File: src/rtl/div_pkg.sv
// Shared types and default widths for the iterative divider.
package div_pkg;

    typedef enum logic [2:0] {
        ST_IDLE = 3'd0,
        ST_PREP = 3'd1,
        ST_ITER = 3'd2,
        ST_FIX  = 3'd3,
        ST_DONE = 3'd4
    } t_div_state;

    localparam int DEF_DATA_LEN = 32;
    localparam int DEF_TAG_W    = 8;

endpackage

File: src/rtl/iter_divider_if.sv
// Request/response handshake bundle between a requester and iter_divider.
interface iter_divider_if
    import div_pkg::*;
#(
    parameter int DATA_LEN = DEF_DATA_LEN,
    parameter int TAG_W    = DEF_TAG_W
);
    logic                in_valid;
    logic                in_ready;
    logic [DATA_LEN-1:0] in_a;
    logic [DATA_LEN-1:0] in_b;
    logic                in_signed;
    logic [TAG_W-1:0]    in_tag;
    logic                out_valid;
    logic                out_ready;
    logic [DATA_LEN-1:0] out_quot;
    logic [DATA_LEN-1:0] out_rem;
    logic [TAG_W-1:0]    out_tag;
    logic                out_div0;

    modport master (
        output in_valid, in_a, in_b, in_signed, in_tag, out_ready,
        input  in_ready, out_valid, out_quot, out_rem, out_tag, out_div0
    );

    modport slave (
        input  in_valid, in_a, in_b, in_signed, in_tag, out_ready,
        output in_ready, out_valid, out_quot, out_rem, out_tag, out_div0
    );
endinterface

File: src/rtl/div_step.sv
// One restoring shift-subtract step: shifts the next dividend bit into the
// partial remainder and produces one quotient bit.
module div_step #(
    parameter int DATA_LEN = 32
) (
    input  logic [DATA_LEN-1:0] rem,
    input  logic [DATA_LEN-1:0] quo,
    input  logic [DATA_LEN-1:0] dvs,
    output logic [DATA_LEN-1:0] rem_next,
    output logic [DATA_LEN-1:0] quo_next
);
    logic [DATA_LEN:0] trial;
    logic [DATA_LEN:0] diff;
    logic              qbit;

    // rem < dvs holds between steps, so the extra top bit of diff is its sign
    assign trial    = {rem, quo[DATA_LEN-1]};
    assign diff     = trial - {1'b0, dvs};
    assign qbit     = ~diff[DATA_LEN];
    assign rem_next = qbit ? diff[DATA_LEN-1:0] : trial[DATA_LEN-1:0];
    assign quo_next = {quo[DATA_LEN-2:0], qbit};
endmodule

File: src/rtl/iter_divider.sv
// Fixed-latency signed/unsigned restoring divider with valid/ready handshake.
//
//   state | meaning
//   IDLE  | waiting for a request
//   PREP  | form operand magnitudes and result signs
//   ITER  | DATA_LEN shift-subtract steps
//   FIX   | apply sign correction / divide-by-zero result
//   DONE  | result held until out_ready
module iter_divider
    import div_pkg::*;
#(
    parameter int DATA_LEN = DEF_DATA_LEN,
    parameter int TAG_W    = DEF_TAG_W
) (
    input  logic          clk,
    input  logic          reset,
    iter_divider_if.slave bus,
    output logic          busy
);
    localparam int CNT_W = $clog2(DATA_LEN + 1);

    t_div_state state_q;
    t_div_state state_d;
    logic       can_accept;
    logic       accept;

    logic [CNT_W-1:0]    cnt;
    logic [DATA_LEN-1:0] a_q;
    logic [DATA_LEN-1:0] b_q;
    logic                sgn_q;
    logic [TAG_W-1:0]    tag_q;
    logic [DATA_LEN-1:0] rem_q;
    logic [DATA_LEN-1:0] quo_q;
    logic [DATA_LEN-1:0] dvs_q;
    logic                qneg_q;
    logic                rneg_q;
    logic                div0_q;
    logic [DATA_LEN-1:0] rem_nx;
    logic [DATA_LEN-1:0] quo_nx;

    logic [DATA_LEN-1:0] quot_r;
    logic [DATA_LEN-1:0] rem_r;
    logic [TAG_W-1:0]    tag_r;
    logic                div0_r;

    div_step #(.DATA_LEN(DATA_LEN)) u_step (
        .rem      (rem_q),
        .quo      (quo_q),
        .dvs      (dvs_q),
        .rem_next (rem_nx),
        .quo_next (quo_nx)
    );

    always_ff @(posedge clk) begin
        if (reset) state_q <= ST_IDLE;
        else       state_q <= state_d;
    end

    always_comb begin
        state_d    = state_q;
        can_accept = (state_q == ST_IDLE) || ((state_q == ST_DONE) && bus.out_ready);
        accept     = can_accept && bus.in_valid;
        case (state_q)
            ST_IDLE: if (accept) state_d = ST_PREP;
            ST_PREP: state_d = ST_ITER;
            ST_ITER: if (cnt == CNT_W'(1)) state_d = ST_FIX;
            ST_FIX:  state_d = ST_DONE;
            ST_DONE: if (bus.out_ready) state_d = accept ? ST_PREP : ST_IDLE;
            default: state_d = ST_IDLE;
        endcase
    end

    always_ff @(posedge clk) begin
        if (reset) begin
            cnt    <= '0;
            a_q    <= '0;
            b_q    <= '0;
            sgn_q  <= 1'b0;
            tag_q  <= '0;
            rem_q  <= '0;
            quo_q  <= '0;
            dvs_q  <= '0;
            qneg_q <= 1'b0;
            rneg_q <= 1'b0;
            div0_q <= 1'b0;
            quot_r <= '0;
            rem_r  <= '0;
            tag_r  <= '0;
            div0_r <= 1'b0;
        end else begin
            if (accept) begin
                a_q   <= bus.in_a;
                b_q   <= bus.in_b;
                sgn_q <= bus.in_signed;
                tag_q <= bus.in_tag;
            end
            case (state_q)
                ST_PREP: begin
                    rem_q  <= '0;
                    quo_q  <= (sgn_q && a_q[DATA_LEN-1]) ? -a_q : a_q;
                    dvs_q  <= (sgn_q && b_q[DATA_LEN-1]) ? -b_q : b_q;
                    qneg_q <= sgn_q && (a_q[DATA_LEN-1] ^ b_q[DATA_LEN-1]);
                    rneg_q <= sgn_q && a_q[DATA_LEN-1];
                    div0_q <= (b_q == '0);
                    cnt    <= CNT_W'(DATA_LEN);
                end
                ST_ITER: begin
                    rem_q <= rem_nx;
                    quo_q <= quo_nx;
                    cnt   <= cnt - CNT_W'(1);
                end
                ST_FIX: begin
                    // a zero divisor returns the raw dividend, not its magnitude
                    quot_r <= div0_q ? '1  : (qneg_q ? -quo_q : quo_q);
                    rem_r  <= div0_q ? a_q : (rneg_q ? -rem_q : rem_q);
                    tag_r  <= tag_q;
                    div0_r <= div0_q;
                end
                default: ;
            endcase
        end
    end

    assign bus.in_ready  = can_accept;
    assign bus.out_valid = (state_q == ST_DONE);
    assign bus.out_quot  = quot_r;
    assign bus.out_rem   = rem_r;
    assign bus.out_tag   = tag_r;
    assign bus.out_div0  = div0_r;
    assign busy          = (state_q != ST_IDLE);
endmodule

File: src/flat_wrapper.sv
// flat-port wrapper written by rule: the top's interface ports become plain ports
module iter_divider_flat import div_pkg::*;
#(
    parameter int DATA_LEN = DEF_DATA_LEN,
    parameter int TAG_W    = DEF_TAG_W
)
  (clk, reset, busy, bus_in_valid, bus_in_a, bus_in_b, bus_in_signed, bus_in_tag, bus_out_ready, bus_in_ready, bus_out_valid, bus_out_quot, bus_out_rem, bus_out_tag, bus_out_div0);
  iter_divider_if #(.DATA_LEN(DATA_LEN), .TAG_W(TAG_W)) bus_i ();
  input  logic clk;
  input  logic reset;
  output logic busy;
  input wire logic [$bits(bus_i.in_valid)-1:0] bus_in_valid;
  input wire logic [$bits(bus_i.in_a)-1:0] bus_in_a;
  input wire logic [$bits(bus_i.in_b)-1:0] bus_in_b;
  input wire logic [$bits(bus_i.in_signed)-1:0] bus_in_signed;
  input wire logic [$bits(bus_i.in_tag)-1:0] bus_in_tag;
  input wire logic [$bits(bus_i.out_ready)-1:0] bus_out_ready;
  output wire logic [$bits(bus_i.in_ready)-1:0] bus_in_ready;
  output wire logic [$bits(bus_i.out_valid)-1:0] bus_out_valid;
  output wire logic [$bits(bus_i.out_quot)-1:0] bus_out_quot;
  output wire logic [$bits(bus_i.out_rem)-1:0] bus_out_rem;
  output wire logic [$bits(bus_i.out_tag)-1:0] bus_out_tag;
  output wire logic [$bits(bus_i.out_div0)-1:0] bus_out_div0;
  assign bus_i.in_valid = bus_in_valid;
  assign bus_i.in_a = bus_in_a;
  assign bus_i.in_b = bus_in_b;
  assign bus_i.in_signed = bus_in_signed;
  assign bus_i.in_tag = bus_in_tag;
  assign bus_i.out_ready = bus_out_ready;
  assign bus_in_ready = bus_i.in_ready;
  assign bus_out_valid = bus_i.out_valid;
  assign bus_out_quot = bus_i.out_quot;
  assign bus_out_rem = bus_i.out_rem;
  assign bus_out_tag = bus_i.out_tag;
  assign bus_out_div0 = bus_i.out_div0;
  iter_divider #(.DATA_LEN(DATA_LEN), .TAG_W(TAG_W)) u_core (.clk(clk), .reset(reset), .bus(bus_i), .busy(busy));
endmodule
File: config.mk
export PLATFORM = sky130hd
export DESIGN_NAME = iter_divider_flat
export DESIGN_NICKNAME = d
export VERILOG_FILES = /design/src/rtl/div_pkg.sv /design/src/rtl/iter_divider_if.sv /design/src/rtl/div_step.sv /design/src/rtl/iter_divider.sv /design/src/flat_wrapper.sv
export SDC_FILE = /design/constraint.sdc
export NUM_CORES = 1
export LEC_CHECK = 0
export BUFFER_PORTS_ARGS = -buffer_cell sky130_fd_sc_hd__buf_2
export CAP_MARGIN = 20
export CORE_ASPECT_RATIO = 0.6
export CORE_UTILIZATION = 59
export CTS_CLUSTER_SIZE = 40
export DETAILED_ROUTE_END_ITERATION = 10
export PLACE_DENSITY = 0.82
export SLEW_MARGIN = 20
export SYNTH_ARGS = -nofsm -noshare
export SYNTH_HDL_FRONTEND = slang
export SYNTH_SLANG_ARGS = --single-unit
File: constraint.sdc
create_clock -name clk -period 4.2 [get_ports clk]
set_clock_uncertainty 0.2 [all_clocks]
set_input_delay 0.84 -clock clk [delete_from_list [all_inputs] [get_ports clk]]
set_output_delay 0.84 -clock clk [all_outputs]
set_load 0.02 [all_outputs]
=== After elaboration in Yosys (flattened, before gate mapping) ===
Index checks and enable logic that the tools add are counted.

* Register bits after elaboration: 254
* Input port bits: 77
* Logic and storage cells: 58

* Add/subtract/negate cells: 6
* Equality and inequality tests: 8
* Multiplexer cells: 15
* Bitwise gates (word level): 2
* Reduce and logical (&&, ||, !) cells: 11

{| class="wikitable"
|+ Operators by type and width
! kind !! number
|-
| two-way mux 32 bit || 7
|-
| negator 32 bit || 4
|-
| one-hot mux 32 bit (2 select lines) || 2
|-
| subtractor 33 x 32 -> 33 bit || 1
|-
| zero test 32 bit || 1
|-
| one-hot mux 3 bit (5 select lines) || 1
|-
| one-hot mux 6 bit (2 select lines) || 1
|-
| two-way mux 3 bit || 3
|-
| == test 3 x 2 -> 1 bit (second input constant) || 2
|-
| == test 6 x 1 -> 1 bit (second input constant) || 1
|-
| subtractor 6 x 1 -> 6 bit (second input constant) || 1
|-
| logical AND 1 bit || 5
|-
| != test 2 x 1 -> 1 bit (second input constant) || 2
|-
| == test 3 x 1 -> 1 bit (second input constant) || 1
|-
| == test 3 bit (second input constant) || 1
|-
| zero test 3 bit || 1
|-
| AND reduction 3 bit || 1
|-
| nonzero test 3 bit || 1
|-
| != test 2 bit (second input constant) || 1
|-
| nonzero test 2 bit || 1
|-
| logical OR 1 bit || 1
|-
| two-way mux 1 bit || 1
|-
| inverter 1 bit || 1
|-
| XOR 1 bit || 1
|}

=== Longest topological paths before layout ===
Gate-level depths: netlist of run 1.

* Word-level depth: 7
* Gate-level depth with buffers: 14

=== By module ===
From an unflattened synthesis of run 1, not the netlist that was laid out.

* Cell total of the unflattened synthesis: 1,867
* Area, all modules: 14,896.8 µm²

{| class="wikitable"
|+ Modules (own cells, without submodules)
! module !! instances !! cells an instance !! area each (µm²) !! sequential area each (µm²)
|-
| iter_divider || 1 || 1,529 || 12,290.5 || 5,084.9
|-
| div_step || 1 || 338 || 2,606.2 || 0.0
|}

=== Least setup slack after synthesis of run 1 ===
Ideal clock, no wire load.

* Kind: reg2reg
* From: register u_core.rem_q[11]
* To: register u_core.rem_q[24]
* Library setup time: 0.128 ns
* Arrival: 2.849 ns
* Setup slack: 1.024 ns
* Cell stages (with the launch flop): 14
* Clock period less this slack: 3.176 ns
* Path through: dfxtp_1 -> ha_1 -> clkbuf_1 -> nand4_1 -> or2_1 -> nor3_1 -> a221oi_1 -> a21bo_1 -> o211a_1 -> a311oi_1 -> buf_2 -> buf_2 -> mux2i_1 -> o21ai_1

* Cells in the longest elaborated chain, start to end: 3

{| class="wikitable"
|+ Ends and longest elaborated chain
! what !! line !! RTL
|-
| start: declaration || iter_divider.sv:32 || <nowiki>logic [DATA_LEN-1:0] rem_q;</nowiki>
|-
| start signal: assignment || iter_divider.sv:108 || <nowiki>rem_q <= rem_nx;</nowiki>
|-
| subtractor 33 x 32 -> 33 bit || div_step.sv:18 || <nowiki>assign diff = trial - {1'b0, dvs};</nowiki>
|-
| two-way mux 32 bit || div_step.sv:20 || <nowiki>assign rem_next = qbit ? diff[DATA_LEN-1:0] : trial[DATA_LEN-1:0];</nowiki>
|-
| one-hot mux 32 bit (2 select lines) || iter_divider.sv:97 || <nowiki>case (state_q)</nowiki>
|}

Every way passes these cells.
A chain may end at the register's enable or synchronous reset.

=== Final worst setup path of run 1 ===
* From: register u_core.rem_q[3]
* To: register u_core.rem_q[14]

The elaborated chain is that of the path after synthesis.

==> results.md, run 1 <==
- Status: finished clean
- Vias/cell: between 6 and 7
- Wire per inst: 18.3 µm
- Yosys warning count: 0
- Final period util: between 80% and 90%
- Die area: 0.0241 mm²
- Non-Filler Instances: 2221
- DRT iter0 DRCs: roughly 1500
- Post-Route WL: just over 40000 µm
- Ys async rst share: 0%
- Critical Path Slowest Stage Cell: a311oi_4
- Syn Area/Cell: between 7 and 8 µm²
- FP Rows: 42
- Crit end category: flop
- CTS root buffer: clkbuf_16
- I/O Buffers: 152
- PD cells: between 500 and 600 mW/mm²
- RSZ-0062 raised after global routing: no
- Distinct cell type count after synthesis: between 70 and 80
- Commonest non-fill, non-tap cell in the layout: nand2_1
- Area Growth Syn to Fin: 12.9%
- Sequential area share after synthesis: approximately 37%
- Antenna violations before repair: 1
- Worst path max stage delay: slightly above 0.6 ns
- Setup TNS: 0 ns
- Die W: between 150 and 200 µm
- Top_reg_cell synth: dfxtp_1
- Fin crit period: 3.78 ns
- Worst-path maximum fanout: 11
- Final Max Slew Viols: 0
- Worst EP required: around 4.4 ns
- Core area: 0.0225 mm²
- Gr usage total: 33.7%
- Filler cell count: 1923
- Vert. Die Dim: 121 µm
- Peak Freq: 265 MHz
- Cells after DPL: around 2200
- Total CTS buffers: 24
- Synth Instances: between 1500 and 2000
- Largest net degree at the start of global routing: just over 100
- EDFF count, synth: 0
- Clock latency on the worst-skew pair: about 0.54 ns
- First-pass GRT wire length: around 64000 µm
- Leakage: 6.44 nW
- Worst hold path class: reg2reg
- Drt drc: 0
- Worst-path cell chain: ha_1 -> a21o_1 -> a21oi_1 -> nand2_1 -> a221oi_2 -> a21bo_1 -> o21ai_0 -> a311oi_4 -> buf_4 -> mux2i_1 -> o21ai_1
- Via count: approximately 13000
- Max_slew headroom: about a third
- CTS tree: done
- Number of global-route vias before repair: around 12000
- Nets: around 2000
- Final hold slack: 0.254 ns
- Clock sinks: 254
- Tightest Pin Transition: slightly above 1 ns
- Worst Path Class, Setup: reg2reg
- DRT Pass-1 Iters: 6
- Initial Utilization: 61.5%
- CP Data Arrival Time: ~4.0 ns
- H-tree depth: 1
- Worst setup SP type: flop
- Commonest cells after routing, fill and taps aside: nand2_1, dfxtp_1, a21oi_1
- Max Cap Violations: 0
- Synth Net Count: between 1500 and 2000
- Synthesis-stage register bit count: 254
- GRT overflow: 0
- Worst-path clk slew: about 0.07 ns
- Synth top area cells: dfxtp_1, nand2_1, a21oi_1
- Worst vdd ir: 0.000355 V
- Setup bufs post-CTS: 0
- DP Wirelength: just under 30000 µm
- ANT cells: 0
- # IOs: ~150
- Post-synth top area cell: dfxtp_1
- Clock buffer depth: 3
- Ratio of cells with drive above 1 in the final layout: about 13%
- GP Congestion: about 0.97
- Cell Area, Synth: 0.0138 mm²
- Post-detailed-route count of antenna-violating nets: 0
- Final setup fails: 0
- Share of the synthesized area in the top cell type: between 30% and 40%
- Final hold vios: 0
where the power goes:
| part | total [W] | internal, W | switching (W) | leakage (nW) |
|---|---|---|---|---|
| clock | 0.00228 | 0.00129 | 0.000981 | 0.393 |
| sequential | 0.00287 | 0.00263 | 0.000243 | 2.07 |
| combinational | 0.00313 | 0.00119 | 0.00194 | 3.98 |
worst paths after layout:
kind                                       from               endpoint  slack, ns  depth (start not counted)
worst max register to register  u_core.rem_q[3]       u_core.rem_q[14]       0.42                         11
worst max-delay path            u_core.rem_q[3]       u_core.rem_q[14]       0.42                         11
worst min-delay path            u_core.tag_q[5]  u_core.bus.out_tag[5]       0.25                          2
worst min register to register  u_core.tag_q[5]  u_core.bus.out_tag[5]       0.25                          2
metrics by stage:
step | power [W] | utilization, % | setup WS [ns] | cell area [µm²]
6_report | 0.00828 | 69.4 | 0.422 | 15600
3_5_place_dp | 0.00593 | 65.7 | 0.330 | 14800
3_3_place_gp | 0.00588 | 65.7 | 0.495 | 14800
2_1_floorplan | 0.00511 | - | 1.02 | 13800
5_1_grt | 0.00869 | 69.4 | 0.173 | 15600
4_1_cts | 0.00820 | 69.4 | 0.297 | 15600
sequential cells by signal, summed over array words and instances, names as in the netlist, 3 cells and up:
register,flops
u_core.a_q,32
u_core.b_q,32
u_core.bus.out_quot,32
u_core.bus.out_rem,32
u_core.dvs_q,32
u_core.quo_q,32
u_core.rem_q,32
u_core.bus.out_tag,8
u_core.tag_q,8
u_core.cnt,6
u_core.state_q,3
synthesized netlist by cell type, drive strengths merged, types with 3 or more instances:
library cell	number
nand2b	10
or2	4
ha	38
a211oi	50
dfxtp	254
o311ai	4
nand2	371
o21ai	102
nor3	27
nand3	21
nor3b	3
nand4	9
xnor2	54
buf	9
a31oi	11
clkbuf	108
inv	62
o2111ai	3
mux2i	32
nor2	128
o41ai	12
nor4	13
a21oi	212
o211ai	8
a221oi	3
xor2	87
or4	17
o21bai	7
o22ai	7
a21o	11
nand3b	5
o31ai	28
o21a	4
or3	14
a311oi	8
a22oi	29
and3b	3
and2	12
nor2b	7
timing repair:
action,CTS,global route
resized for setup,0,1
setup endpoints to repair,0,1
hold buffers,0,0
critical path, delay by kind of cell, from the launching register on:
family,cells,cell delay [ns]
mux,1,0.24
buf+inv,1,0.35
simple gates,1,0.12
flops,1,0.45
compound gates,7,1.94
fa+ha+maj,1,0.34
cells by family (layout without fill, tap and decap cells):
group / after synthesis / count (layout) / share of synthesized area (%)
buffers and inverters: 179 / 282 / 4.95
multiplexers: 34 / 34 / 2.48
XOR/XNOR: 141 / 141 / 8.93
AO/OA/AOI/OAI: 514 / 514 / 22.7
flip-flops: 254 / 254 / 36.8
AND/OR/NAND/NOR: 649 / 649 / 20.6
adder cells (fa/ha/maj): 39 / 39 / 3.58
per-layer routing:
layer  wire (µm)  up-vias  share of wire [%]  GRT usage [%]
li1            -     6454                  -              -
met3        4780       52                 12           9.71
met5          16        -              0.039              0
met2       16000      633                 39           45.0
met1       19200     6300                 47           52.0
met4         689        2                1.7           7.68
cell type report:
cell class / instances / area (µm²) / area share [%]
flip-flops and latches: 254 / 5090 / 32.6
multi-input cells: 1377 / 8100 / 51.9
repair buffers: 176 / 985 / 6.31
well taps: 308 / 385 / 2.47
clock inverters: 7 / 70.1 / 0.449
clock buffers: 37 / 751 / 4.81
inverters: 62 / 233 / 1.49
No activity file was read; power rests on OpenSTA's default activity.
==> run 2: changes to the inputs <==
- RECOVER_POWER: unset -> 100
==> results.md, run 2 (synthesis gave the netlist of run 1 again) <==
- Final period util: 92.9% (+3.0 points)
- PD cells: 532 mW/mm² (+0.42%)
- Worst-path maximum fanout: 9 (-2)
- Critical path origin: u_core.quo_q[31]
- Worst-path clk slew: 0.07 ns (about the same)
- CP Data Arrival Time: 4.12 ns (+0.13 ns)
- FP Rows: 42 (unchanged)
- Gr usage total: 33.7% (unchanged)
- Status: complete, but fails checks
- Nets: 2011 (unchanged)
- Leakage: 6.09 nW (-5.4%)
- Total CTS buffers: 24 (unchanged)
- Hold Crit Start: u_core.tag_q[5]
- Pre-CTS WS: 0.330 ns (unchanged)
- Commonest non-fill, non-tap cell in the layout: nand2_1
- Vias/cell: 6.07 (+0.36%)
- Placed Area: 0.0148 mm² (unchanged)
- GRT overflow: 0 (unchanged)
- CTS root buffer: clkbuf_16
- CTS tree: done
- Wire per inst: 18.3 µm (-0.16%)
- ANT cells: 0 (unchanged)
- Worst setup SP type: flop
- Final hold vios: 0 (unchanged)
- Max Cap Violations: 3 (+3)
- Crit end category: flop
- Worst-path cell chain: inv_1 -> ha_1 -> fa_1 -> nor2b_1 -> o2111ai_1 -> nand2_1 -> a221oi_2 -> a21bo_1 -> o21ai_0 -> a311oi_4 -> clkbuf_2 -> mux2i_1 -> o21ai_1
- Initial Utilization: 61.5% (unchanged)
- Final Max Slew Viols: 177 (+177)
- Final setup fails: 0 (unchanged)
- Core area: 0.0225 mm² (unchanged)
- Setup TNS: 0 ns (unchanged)
- Peak Freq: 256 MHz (-3.2%)
- DP Wirelength: 29200 µm (unchanged)
- Failing checks: max-capacitance violations, max-slew violations
- I/O Buffers: 152 (unchanged)
- Clock sinks: 254 (unchanged)
- # hold bufs at CTS: 0 (unchanged)
- Number of global-route vias before repair: 12000 (unchanged)
- H-tree depth: 1 (unchanged)
- Worst path max stage delay: 0.64 ns (+0.02 ns)
- R2r setup slk: 0.30 ns (-0.12 ns)
- Vert. Die Dim: 121 µm (unchanged)
- Cell count of the worst reg-to-reg path: 13 (+2)
- Critical Path Slowest Stage Cell: a311oi_4
- Critical R2R Capture: u_core.rem_q[12]
- Slack of the critical path: 0.298 ns (-0.124 ns)
- Clock latency on the worst-skew pair: 0.54 ns (about the same)
- Worst Path Class, Setup: reg2reg
- DRT Pass-1 Iters: 5 (-1)
- Antenna violations before repair: 1 (unchanged)
- Via count: 13500 (+0.36%)
- Worst EP required: 4.42 ns (about the same)
- Drt drc: 0 (unchanged)
- Filler cell count: 1973 (+2.6%)
- Post-detailed-route count of antenna-violating nets: 0 (unchanged)
- Die area: 0.0241 mm² (unchanged)
- Ratio of cells with drive above 1 in the final layout: 8.42% (-4.3 points)
- Worst vdd ir: 0.000348 V (-1.8%)
- # IOs: 153 (unchanged)
- DRT iter0 DRCs: 1573 (+5.4%)
- Worst hold path class: reg2reg
- Hold path cells: 2 (unchanged)
- Commonest cells after routing, fill and taps aside: nand2_1, dfxtp_1, a21oi_1
- Clock buffer depth: 3 (unchanged)
- Fin crit period: 3.90 ns (+0.124 ns)
- FF-to-FF Start: u_core.quo_q[31]
- Post-Route WL: 40600 µm (-0.16%)
- Max_slew headroom: -45.4% (-77 points)
- Die W: 200 µm (unchanged)
- Area Growth Syn to Fin: 11.7%
- Final instance area: 0.0154 mm² (-1.0%)
- Largest net degree at the start of global routing: 103 (unchanged)
- Hold Path End: u_core.bus.out_tag[5]
- Tightest Pin Transition: 2.18 ns (+1.17 ns)
- RSZ-0062 raised after global routing: no
- First-pass GRT wire length: 63900 µm (unchanged)
- GP Congestion: 0.969 (unchanged)
## run 2: cell types whose count changed in the layout (fill, tap and decap cells not counted), moves of 4 or more
cell      change
clkbuf_1     +80
buf_2        -76
o21ai_0      +25
o21ai_1      -25
buf_4         -7
clkbuf_2      +4
## run 2: worst max-delay path, delay by kind of cell, from the launching register on
kind                     cells  cell delay [ns]
AND/OR/NAND/NOR              2             0.23
AO/OA/AOI/OAI                6             1.80
multiplexers                 1             0.28
buffers and inverters        2             0.54
adder cells (fa/ha/maj)      2             0.45
flip-flops                   1             0.30
## run 2: layer usage
metal | GRT usage, % | wire length [µm] | up-vias
met3 | 9.71 | 4800 | 55
met5 | 0 | 16 | -
met2 | 45.0 | 15900 | 653
met4 | 7.68 | 705 | 2
met1 | 52.0 | 19200 | 6308
li1 | - | - | 6472
## run 2: repair_timing
| action | CTS | global route |
|---|---|---|
| gates resized for setup | 0 | 1 |
| setup endpoints to repair | 0 | 1 |
| buffers inserted | 0 | 0 |
## run 2: final cells by class
cell class                      count  area, µm²  share of cell area (%)
Multi-Input combinational cell   1377       8080                    52.3
Sequential cell                   254       5090                    32.9
Timing Repair Buffer              176        848                    5.49
Clock buffer                       37        751                    4.86
Tap cell                          308        385                    2.49
Inverter                           62        233                    1.51
Clock inverter                      7       70.1                   0.454
## run 2: power breakdown
part	total [W]	switching, W	internal, W
Clock	0.00228	0.000981	0.00129
Combinational	0.00308	0.00191	0.00116
Sequential	0.00287	0.000243	0.00263
## run 2: worst max path at each step
stage | endpoint | slack (ns) | cells past startpoint
2_1_floorplan | u_core.rem_q[24] | 1.02 | 13
3_3_place_gp | u_core.rem_q[21] | 0.50 | 11
3_5_place_dp | u_core.rem_q[14] | 0.33 | 13
4_1_cts | u_core.rem_q[14] | 0.30 | 11
5_1_grt | u_core.rem_q[8] | 0.09 | 13
6_report | u_core.rem_q[12] | 0.30 | 13
## run 2: per-stage QoR
stage / total power, W / util (%) / hold slack (ns) / cells
after global placement: 0.00588 / 65.7 / 0.239 / 2177
after CTS: 0.00820 / 69.4 / 0.255 / 2221
after detailed placement: 0.00593 / 65.7 / 0.246 / 2177
final: 0.00823 / 68.7 / 0.251 / 2221
after global routing: 0.00864 / 68.7 / 0.266 / 2221
after floorplan: 0.00511 / - / 0.232 / 1810
